### config.mk
export PLATFORM = sky130hd
export DESIGN_NAME = ntt_addr_seq
export DESIGN_NICKNAME = d
export VERILOG_FILES = /design/src/rtl/ntt_addr_seq.sv
export SDC_FILE = /design/constraint.sdc
export NUM_CORES = 1
export LEC_CHECK = 0
export CAP_MARGIN = 20
export CORE_MARGIN = 2
export CORE_UTILIZATION = 50
export CTS_BUF_LIST = sky130_fd_sc_hd__clkbuf_16
export CTS_CLUSTER_DIAMETER = 60
export DETAILED_ROUTE_END_ITERATION = 10
export HOLD_SLACK_MARGIN = 0.1
export PLACE_DENSITY_LB_ADDON = 0.15
export SLEW_MARGIN = 10
export SYNTH_ARGS = -nofsm -noshare
export SYNTH_HDL_FRONTEND = slang
export SYNTH_SLANG_ARGS = --single-unit
### constraint.sdc
create_clock -name clk -period 7.05 [get_ports clk]
set_clock_uncertainty 0.05 [all_clocks]
set_input_delay 2.115 -clock clk [delete_from_list [all_inputs] [get_ports clk]]
set_output_delay 2.115 -clock clk [all_outputs]
set_load 0.005 [all_outputs]
### src/rtl/ntt_addr_seq.sv
// Butterfly address sequencer for NTT/INTT: walks layers, groups and offsets, emitting
// coefficient RAM addresses and zeta ROM indices with valid/ready flow and inter-layer drain gaps.
module ntt_addr_seq #(
    parameter int LOG_N       = 8,
    parameter int MIN_LEN_LOG = 1,
    parameter int GAP         = 4
) (
    input  logic                       clk,
    input  logic                       rst,
    input  logic                       start,
    input  logic                       is_ntt,
    input  logic                       out_ready,
    output logic                       out_valid,
    output logic [LOG_N-1:0]           addr_j,
    output logic [LOG_N-1:0]           addr_jl,
    output logic [LOG_N-2:0]           addr_zeta,
    output logic [$clog2(LOG_N)-1:0]   layer,
    output logic                       layer_done,
    output logic                       busy,
    output logic                       done
);

    localparam int L  = LOG_N - MIN_LEN_LOG;
    localparam int KW = LOG_N - 1;
    localparam int LW = $clog2(LOG_N);
    localparam int GW = $clog2(GAP + 1);

    typedef enum logic [1:0] {IDLE, ISSUE, DRAIN, FINISH} state_t;

    state_t            state_q, state_d;
    logic              mode_q, mode_d;
    logic [KW-1:0]     k_q, k_d;
    logic [LW-1:0]     layer_q, layer_d;
    logic [GW-1:0]     gap_q, gap_d;
    logic              out_valid_q, out_valid_d;
    logic [LOG_N-1:0]  addr_j_q, addr_j_d;
    logic [LOG_N-1:0]  addr_jl_q, addr_jl_d;
    logic [LOG_N-2:0]  addr_zeta_q, addr_zeta_d;
    logic              layer_done_q, layer_done_d;
    logic              busy_q, busy_d;
    logic              done_q, done_d;

    int                span;
    logic [LOG_N-1:0]  kx, len_v, g_v, i_v, grp_v;

    always_comb begin
        state_d      = state_q;
        mode_d       = mode_q;
        k_d          = k_q;
        layer_d      = layer_q;
        gap_d        = gap_q;
        out_valid_d  = 1'b0;
        layer_done_d = 1'b0;
        busy_d       = busy_q;
        done_d       = 1'b0;

        case (state_q)
            IDLE: begin
                busy_d = 1'b0;
                if (start) begin
                    state_d     = ISSUE;
                    mode_d      = is_ntt;
                    k_d         = '0;
                    layer_d     = '0;
                    busy_d      = 1'b1;
                    out_valid_d = 1'b1;
                end
            end
            ISSUE: begin
                out_valid_d = 1'b1;
                if (out_ready) begin
                    if (k_q == {KW{1'b1}}) begin
                        k_d          = '0;
                        out_valid_d  = 1'b0;
                        layer_done_d = 1'b1;
                        gap_d        = '0;
                        if (layer_q == LW'(L - 1)) begin
                            state_d = FINISH;
                            done_d  = 1'b1;
                        end else begin
                            state_d = DRAIN;
                        end
                    end else begin
                        k_d = k_q + KW'(1);
                    end
                end
            end
            DRAIN: begin
                gap_d = gap_q + GW'(1);
                if (gap_q == GW'(GAP - 1)) begin
                    state_d     = ISSUE;
                    layer_d     = layer_q + LW'(1);
                    out_valid_d = 1'b1;
                end
            end
            FINISH: begin
                state_d = IDLE;
                busy_d  = 1'b0;
            end
            default: state_d = IDLE;
        endcase
    end

    // Beat outputs are precomputed from the next counter state so they can be registered;
    // during a stall the next state equals the current one, which keeps them stable.
    always_comb begin
        span        = 0;
        kx          = '0;
        len_v       = '0;
        g_v         = '0;
        i_v         = '0;
        grp_v       = '0;
        addr_j_d    = '0;
        addr_jl_d   = '0;
        addr_zeta_d = '0;
        if (out_valid_d) begin
            span        = mode_d ? (LOG_N - 1 - int'(layer_d)) : (MIN_LEN_LOG + int'(layer_d));
            kx          = LOG_N'(k_d);
            len_v       = LOG_N'(1) << span;
            g_v         = kx >> span;
            i_v         = kx & (len_v - LOG_N'(1));
            grp_v       = LOG_N'(1) << (LOG_N - 1 - span);
            addr_j_d    = (g_v << (span + 1)) | i_v;
            addr_jl_d   = addr_j_d + len_v;
            addr_zeta_d = mode_d ? (LOG_N-1)'(grp_v + g_v)
                                 : (LOG_N-1)'((grp_v << 1) - LOG_N'(1) - g_v);
        end
    end

    always_ff @(posedge clk or posedge rst) begin
        if (rst) begin
            state_q      <= IDLE;
            mode_q       <= 1'b0;
            k_q          <= '0;
            layer_q      <= '0;
            gap_q        <= '0;
            out_valid_q  <= 1'b0;
            addr_j_q     <= '0;
            addr_jl_q    <= '0;
            addr_zeta_q  <= '0;
            layer_done_q <= 1'b0;
            busy_q       <= 1'b0;
            done_q       <= 1'b0;
        end else begin
            state_q      <= state_d;
            mode_q       <= mode_d;
            k_q          <= k_d;
            layer_q      <= layer_d;
            gap_q        <= gap_d;
            out_valid_q  <= out_valid_d;
            addr_j_q     <= addr_j_d;
            addr_jl_q    <= addr_jl_d;
            addr_zeta_q  <= addr_zeta_d;
            layer_done_q <= layer_done_d;
            busy_q       <= busy_d;
            done_q       <= done_d;
        end
    end

    assign out_valid  = out_valid_q;
    assign addr_j     = addr_j_q;
    assign addr_jl    = addr_jl_q;
    assign addr_zeta  = addr_zeta_q;
    assign layer      = layer_q;
    assign layer_done = layer_done_q;
    assign busy       = busy_q;
    assign done       = done_q;

endmodule

== After elaboration in Yosys (flattened, before gate mapping) ==
Cells that the tools add are included.
Word-level totals
  register bits: 43
  bits in latches: 0
  memory bits (writable): 0
  memory bits (read-only): 0
  bits of input ports: 5
  output and inout bits: 30
  logic and storage cells: 81
  memories: 0
Cells by class
  add/sub/neg operators: 12
  multiply operators: 0
  divide/modulo/power cells: 0
  magnitude comparators: 0
  eq/ne operators: 10
  shift-type cells: 4
  muxes and demuxes: 36
  bitwise operators: 2
  reduce and logical (&&, ||, !) cells: 5
Operator list (number)
  7-bit two-way mux: 5
  32-bit by 2-bit adder with 32-bit output, second input constant: 1
  32-bit two-way mux: 1
  1-bit by 32-bit left shift with 7-bit output, first input constant: 1
  1-bit by 32-bit left shift with 8-bit output, first input constant: 1
  8-bit by 32-bit left shift with 8-bit output: 1
  7-bit by 32-bit >> shifter with 8-bit output: 1
  4-bit by 32-bit subtractor with 32-bit output, first input constant: 1
  8-bit two-way mux: 2
  1-bit two-way mux: 14
  7-bit one-hot mux with 2 select lines: 1
  3-bit two-way mux: 4
  3-bit one-hot mux with 2 select lines: 2
  8-bit adder: 1
  7-bit by 8-bit AND with 8-bit output: 1
  2-bit two-way mux: 4
  2-bit inequality test, second input constant: 4
  8-bit OR: 1
  2-bit one-hot mux with 4 select lines: 1
  8-bit by 1-bit subtractor with 8-bit output, second input constant: 1
  7-bit by 1-bit adder with 7-bit output, second input constant: 1
  7-bit adder: 1
  7-bit equality test, second input constant: 1
  7-bit by 1-bit subtractor with 7-bit output, second input constant: 1
  14 further kinds: 17

== Longest topological paths before layout ==
  depth after elaboration: 11
  mapped depth: 26
  gate-level depth less buffers: 24

== Worst setup path before layout ==
Ideal clock, no wire load.
  path kind: in2reg
  from: in start
  to: reg addr_jl_q[7], in the netlist addr_jl[7]
  setup time: 0.079 ns
  arrival time: 6.529 ns
  required time: 6.921 ns
  setup slack: 0.392 ns
  cell stages on the path: 21
  path buffers: 1
  path through: mux2i_1 a22oi_2 inv_2 buf_1 ha_1 nor3_1 a21oi_2 mux2i_1 o22ai_1 o21a_1 a32oi_1 inv_1 ha_1 a21o_1 a21oi_1 o21bai_1 a21oi_1 o21ai_0 xor2_1 or2_2 mux2i_1
Between the ends
  word-level cells in the longest chain between the ends: 10
  elaborated cells between the ends (all ways): 20
  those cells by class: add/sub (5); shift (3); mux (10); bitwise (2)
RTL lines
  start, declared: RTL line 10  | input logic start,
  3-bit two-way mux (*): RTL line 60  | if (start) begin
  3-bit one-hot mux with 2 select lines (*): RTL line 57  | case (state_q)
  via layer_d[0]: RTL line 33  | logic [LW-1:0] layer_q, layer_d;
  1-bit by 3-bit adder with 4-bit output or 3-bit by 3-bit subtractor with 4-bit output (tied branches): RTL line 117  | span = mode_d ? (LOG_N - 1 - int'(layer_d)) : (MIN_LEN_LOG + int'(layer_d));
  32-bit two-way mux (*): RTL line 117
  parallel branches: the longest is 4 deep, another holds 32-bit by 2-bit adder with 32-bit output
  8-bit adder (*): RTL line 124  | addr_jl_d = addr_j_d + len_v;
  8-bit two-way mux (*): RTL line 116  | if (out_valid_d) begin
  via addr_jl_d[7]: RTL line 37  | logic [LOG_N-1:0] addr_jl_q, addr_jl_d;
  end signal, assigned: RTL line 152  | addr_jl_q <= addr_jl_d;
  end, declared: RTL line 37
Mark *: on every way through the listed nets, which the timed path passes.
A chain may end at the register's enable or synchronous reset.

== Worst setup path after layout ==
  from: in start
  to: reg addr_jl_q[7], in the netlist addr_jl[7]
Between the ends
  word-level cells in the longest chain between the ends: 10
  elaborated cells between the ends (all ways): 20
  those cells by class: add/sub (5); shift (3); mux (10); bitwise (2)
RTL lines (RTL line)
  parallel branches: the longest is 9 deep, another holds 32-bit by 2-bit adder with 32-bit output
  8-bit two-way mux (*): 116
  via addr_jl_d[7]: 37
Marked as above.

==> results.yml <==
power:
  p_int_w: 0.0008963
  swShare: 0.4152
  vdd_drop_max_uv: 159.3
  pwr-share-seq: 0.247
  power_switching_w: 0.0006364
  pwr-share-comb: 0.601
  total_power_w: 0.001533
  power_leakage_nw: 2.024
  pwr_density_cell_mw_per_mm2: 356.8
  clkPwrFrac: 0.152
status:
  status: "finished clean"
sta:
  worstMarginPinSlew_ns: 0.7406
  setup_viol: 0
  post-route-min-period_ns: 6.637
  finalCritPeriodShare: 0.9415
  drv_slew: 0
  tns_ns: 0
  max_freq_mhz: 150.7
  slew-limit-headroom: 0.5011
  rsz0062_at_grt: "no"
  hold_violations: 0
floorplan:
  core_mm2: 0.006832
  die_area_mm2: 0.007778
  io_pins: 35
  start_util: 0.5189
  die_x_um: 88.20
  rows: 30
  die_h_um: 88.20
clocking:
  cts_buffer_depth: 2
  clkTransAtPathRegs_ns: 0.07
  cts_resized: 0
  clock_latency_ns: 0.29
  clock-sinks: 43
  post_cts_buffers: 0
  cts_hold_buffers: 0
  cts_tree: "yes"
  cts_buffers: 5
  cts_root_buffer: "clkbuf_16"
  htree_levels: 2
setup_path:
  cp_cell_sequence: "clkdlybuf4s50_1, mux2i_1, a22oi_2, inv_2, ha_1, nor3_1, a21o_1, buf_4, mux2i_1, a221oi_1, a211oi_1, o32ai_2, ha_1, inv_1, o21bai_1, a21oi_1, o21ai_0, xor2_1, or2_2, mux2i_1"
  cp.required_ns: 7.22
  cp-startpoint: "start"
  critPathMostFrequentCell: "mux2i_1"
  crit_path_start_kind: "primary input"
  critical-path-max-stage-delay_ns: 0.53
  timing.rr.start: "state_q[0]"
  critPathArrivalTime_ns: 6.80
  critPathKind: "in2reg"
  path_max_fanout: 8
  slowest_stage: "a211oi_1"
  cp-end-kind: "register"
logic_synthesis:
  synth_area_leader_cell: "dfrtp_1"
  postSynthCellCount: 418
  postSynthAreaPerCell_um2: 8.480
  synth.distinct_cells: 65
  seq_area_frac_synth: 0.3036
  syn-num-nets: 460
  synthesis.area_mm2: 0.003545
  synthArstFlopShare: 1.000
  ys_seq_elements: 43
  synth_edf_count: 0
  synth_area_leaders: "dfrtp_1 30%, ha_1 12%, nor2_1 4.6%"
  synth_warnings: 0
  synth-main-ff-cell: "dfrtp_1"
  yosysTopAreaCellShare: 0.3036
place:
  gp_congestion: 1.001
  numPortBuffers: 34
  dpl.hpwl_um: 7180
  placed_cells: 561
detailed_routing:
  vias_per_cell: 5.845
  drt_pass1_iterations: 5
  drtIter0Drc: 254
  vias: 3326
  postRouteWirelength_um: 9353
  drtAntennaViolNets: 0
  drc: 0
  wire_per_inst_um: 16.44
flow_run:
  max-cap-violations: 0
cells_and_area:
  layout_common_cells: "43 x nor2_1, 43 x dfrtp_1, 41 x nand2_1"
  fillerInstances: 606
  diodes: 0
  finalNetCount: 514
  instances_no_fill: 569
  utilization: 0.6288
  area_growth_pct: 21.18
  drive_gt1_frac: 0.1057
global_route:
  antenna_found_initial: 0
  grt_max_degree: 44
  grt_use_total: 0.2556
  grt_overflow: 0
  grt_pass1_wl_um: 15370
  grt_pass1_vias: 3069
hold_path:
  hold_start: "gap_q[1]"
  worstHoldPathType: "reg2reg"
-- critical path: cells and delay by family --
family,cells,cell delay [ns]
buf+inv,4,0.79
compound gates,8,1.65
fa+ha+maj,2,0.56
mux,3,0.88
simple gates,2,0.65
xor+xnor,1,0.16
-- cell usage after synthesis, types with 2 or more instances --
| cell | instances |
|---|---|
| dfrtp_1 | 43 |
| nor2_1 | 43 |
| nand2_1 | 41 |
| ha_1 | 34 |
| inv_1 | 29 |
| a21oi_1 | 28 |
| o21ai_0 | 24 |
| nor3_1 | 13 |
| xnor2_1 | 13 |
| mux2i_1 | 12 |
| xor2_1 | 11 |
| and2_1 | 10 |
| clkbuf_1 | 10 |
| nand3_1 | 9 |
| a21o_1 | 7 |
| nor2b_1 | 6 |
| a211oi_1 | 5 |
| o211ai_1 | 5 |
| o21a_1 | 5 |
| nand4_1 | 4 |
| o21ai_1 | 4 |
| fa_1 | 3 |
| inv_2 | 3 |
| o21bai_1 | 3 |
| o31ai_1 | 3 |
| or2_2 | 3 |
| a2111oi_0 | 2 |
| a22o_1 | 2 |
| a22oi_1 | 2 |
| buf_1 | 2 |
| mux2_2 | 2 |
| nand2b_1 | 2 |
| nand3b_1 | 2 |
| nand4b_1 | 2 |
-- final timing paths --
check,slack [ns],depth (start not counted),endpoint
max,0.41,20,addr_jl[7]
min,0.45,1,gap_q[1]
max in group asynchronous,4.37,3,addr_zeta[2]
min reg2reg,0.45,1,gap_q[1]
min in group asynchronous,2.21,3,addr_j[3]
max reg2reg,1.63,20,addr_jl[7]
-- sequential cells by signal, summed over array words and instances (netlist names) --
name / count
done: 1
layer_done: 1
addr_zeta: 7
mode_q: 1
addr_jl: 8
k_q: 7
busy: 1
gap_q: 3
layer: 3
out_valid: 1
addr_j: 8
state_q: 2
-- stage by stage --
stage | cell area (um^2) | setup WS (ns) | hold slack [ns]
floorplan | 3545 | 0.3918 | 0.4198
global placement | 4146 | 0.3093 | 0.4126
detailed placement | 4146 | 0.1705 | 0.4440
CTS | 4295 | 0.4493 | 0.4580
global route | 4295 | 0.06280 | 0.4959
finish | 4295 | 0.4126 | 0.4534
-- layout make-up --
type	count	area, um^2	area share
tap	96	120.1	0.02796
timing repair buffer	61	543.0	0.1264
sequential	43	1076	0.2505
clock inverter	3	23.77	0.005535
clock buffer	5	125.1	0.02913
inverter	32	120.1	0.02796
multi-input combinational	329	2287	0.5325
-- per-layer routing --
layer  vias up  GRT usage  routed length, um
met3        22    0.04713                541
met1      1579     0.3594               4221
met4         0    0.05647                164
met2       131     0.4108               4426
met5         -          0                  0
li1       1594          -                  -
-- power groups by stage --
stage | combinational (W) | sequential (W) | clock, W
2_1_floorplan | 0.000576 | 0.000379 | 0
3_3_place_gp | 0.000914 | 0.000380 | 0
3_5_place_dp | 0.000911 | 0.000382 | 0
4_1_cts | 0.000919 | 0.000379 | 0.000238
5_1_grt | 0.00102 | 0.000387 | 0.000249
6_report | 0.000921 | 0.000379 | 0.000233
-- logic make-up after synthesis --
logic type	count (synthesis)	synth area share
AO/OA/AOI/OAI	114	0.2249
XOR/XNOR	24	0.05930
adder cells (fa/ha/maj)	37	0.1370
buffers and inverters	46	0.05118
flip-flops	43	0.3036
multiplexers	14	0.04024
AND/OR/NAND/NOR	140	0.1839
Power figures use the tool's default switching activity.
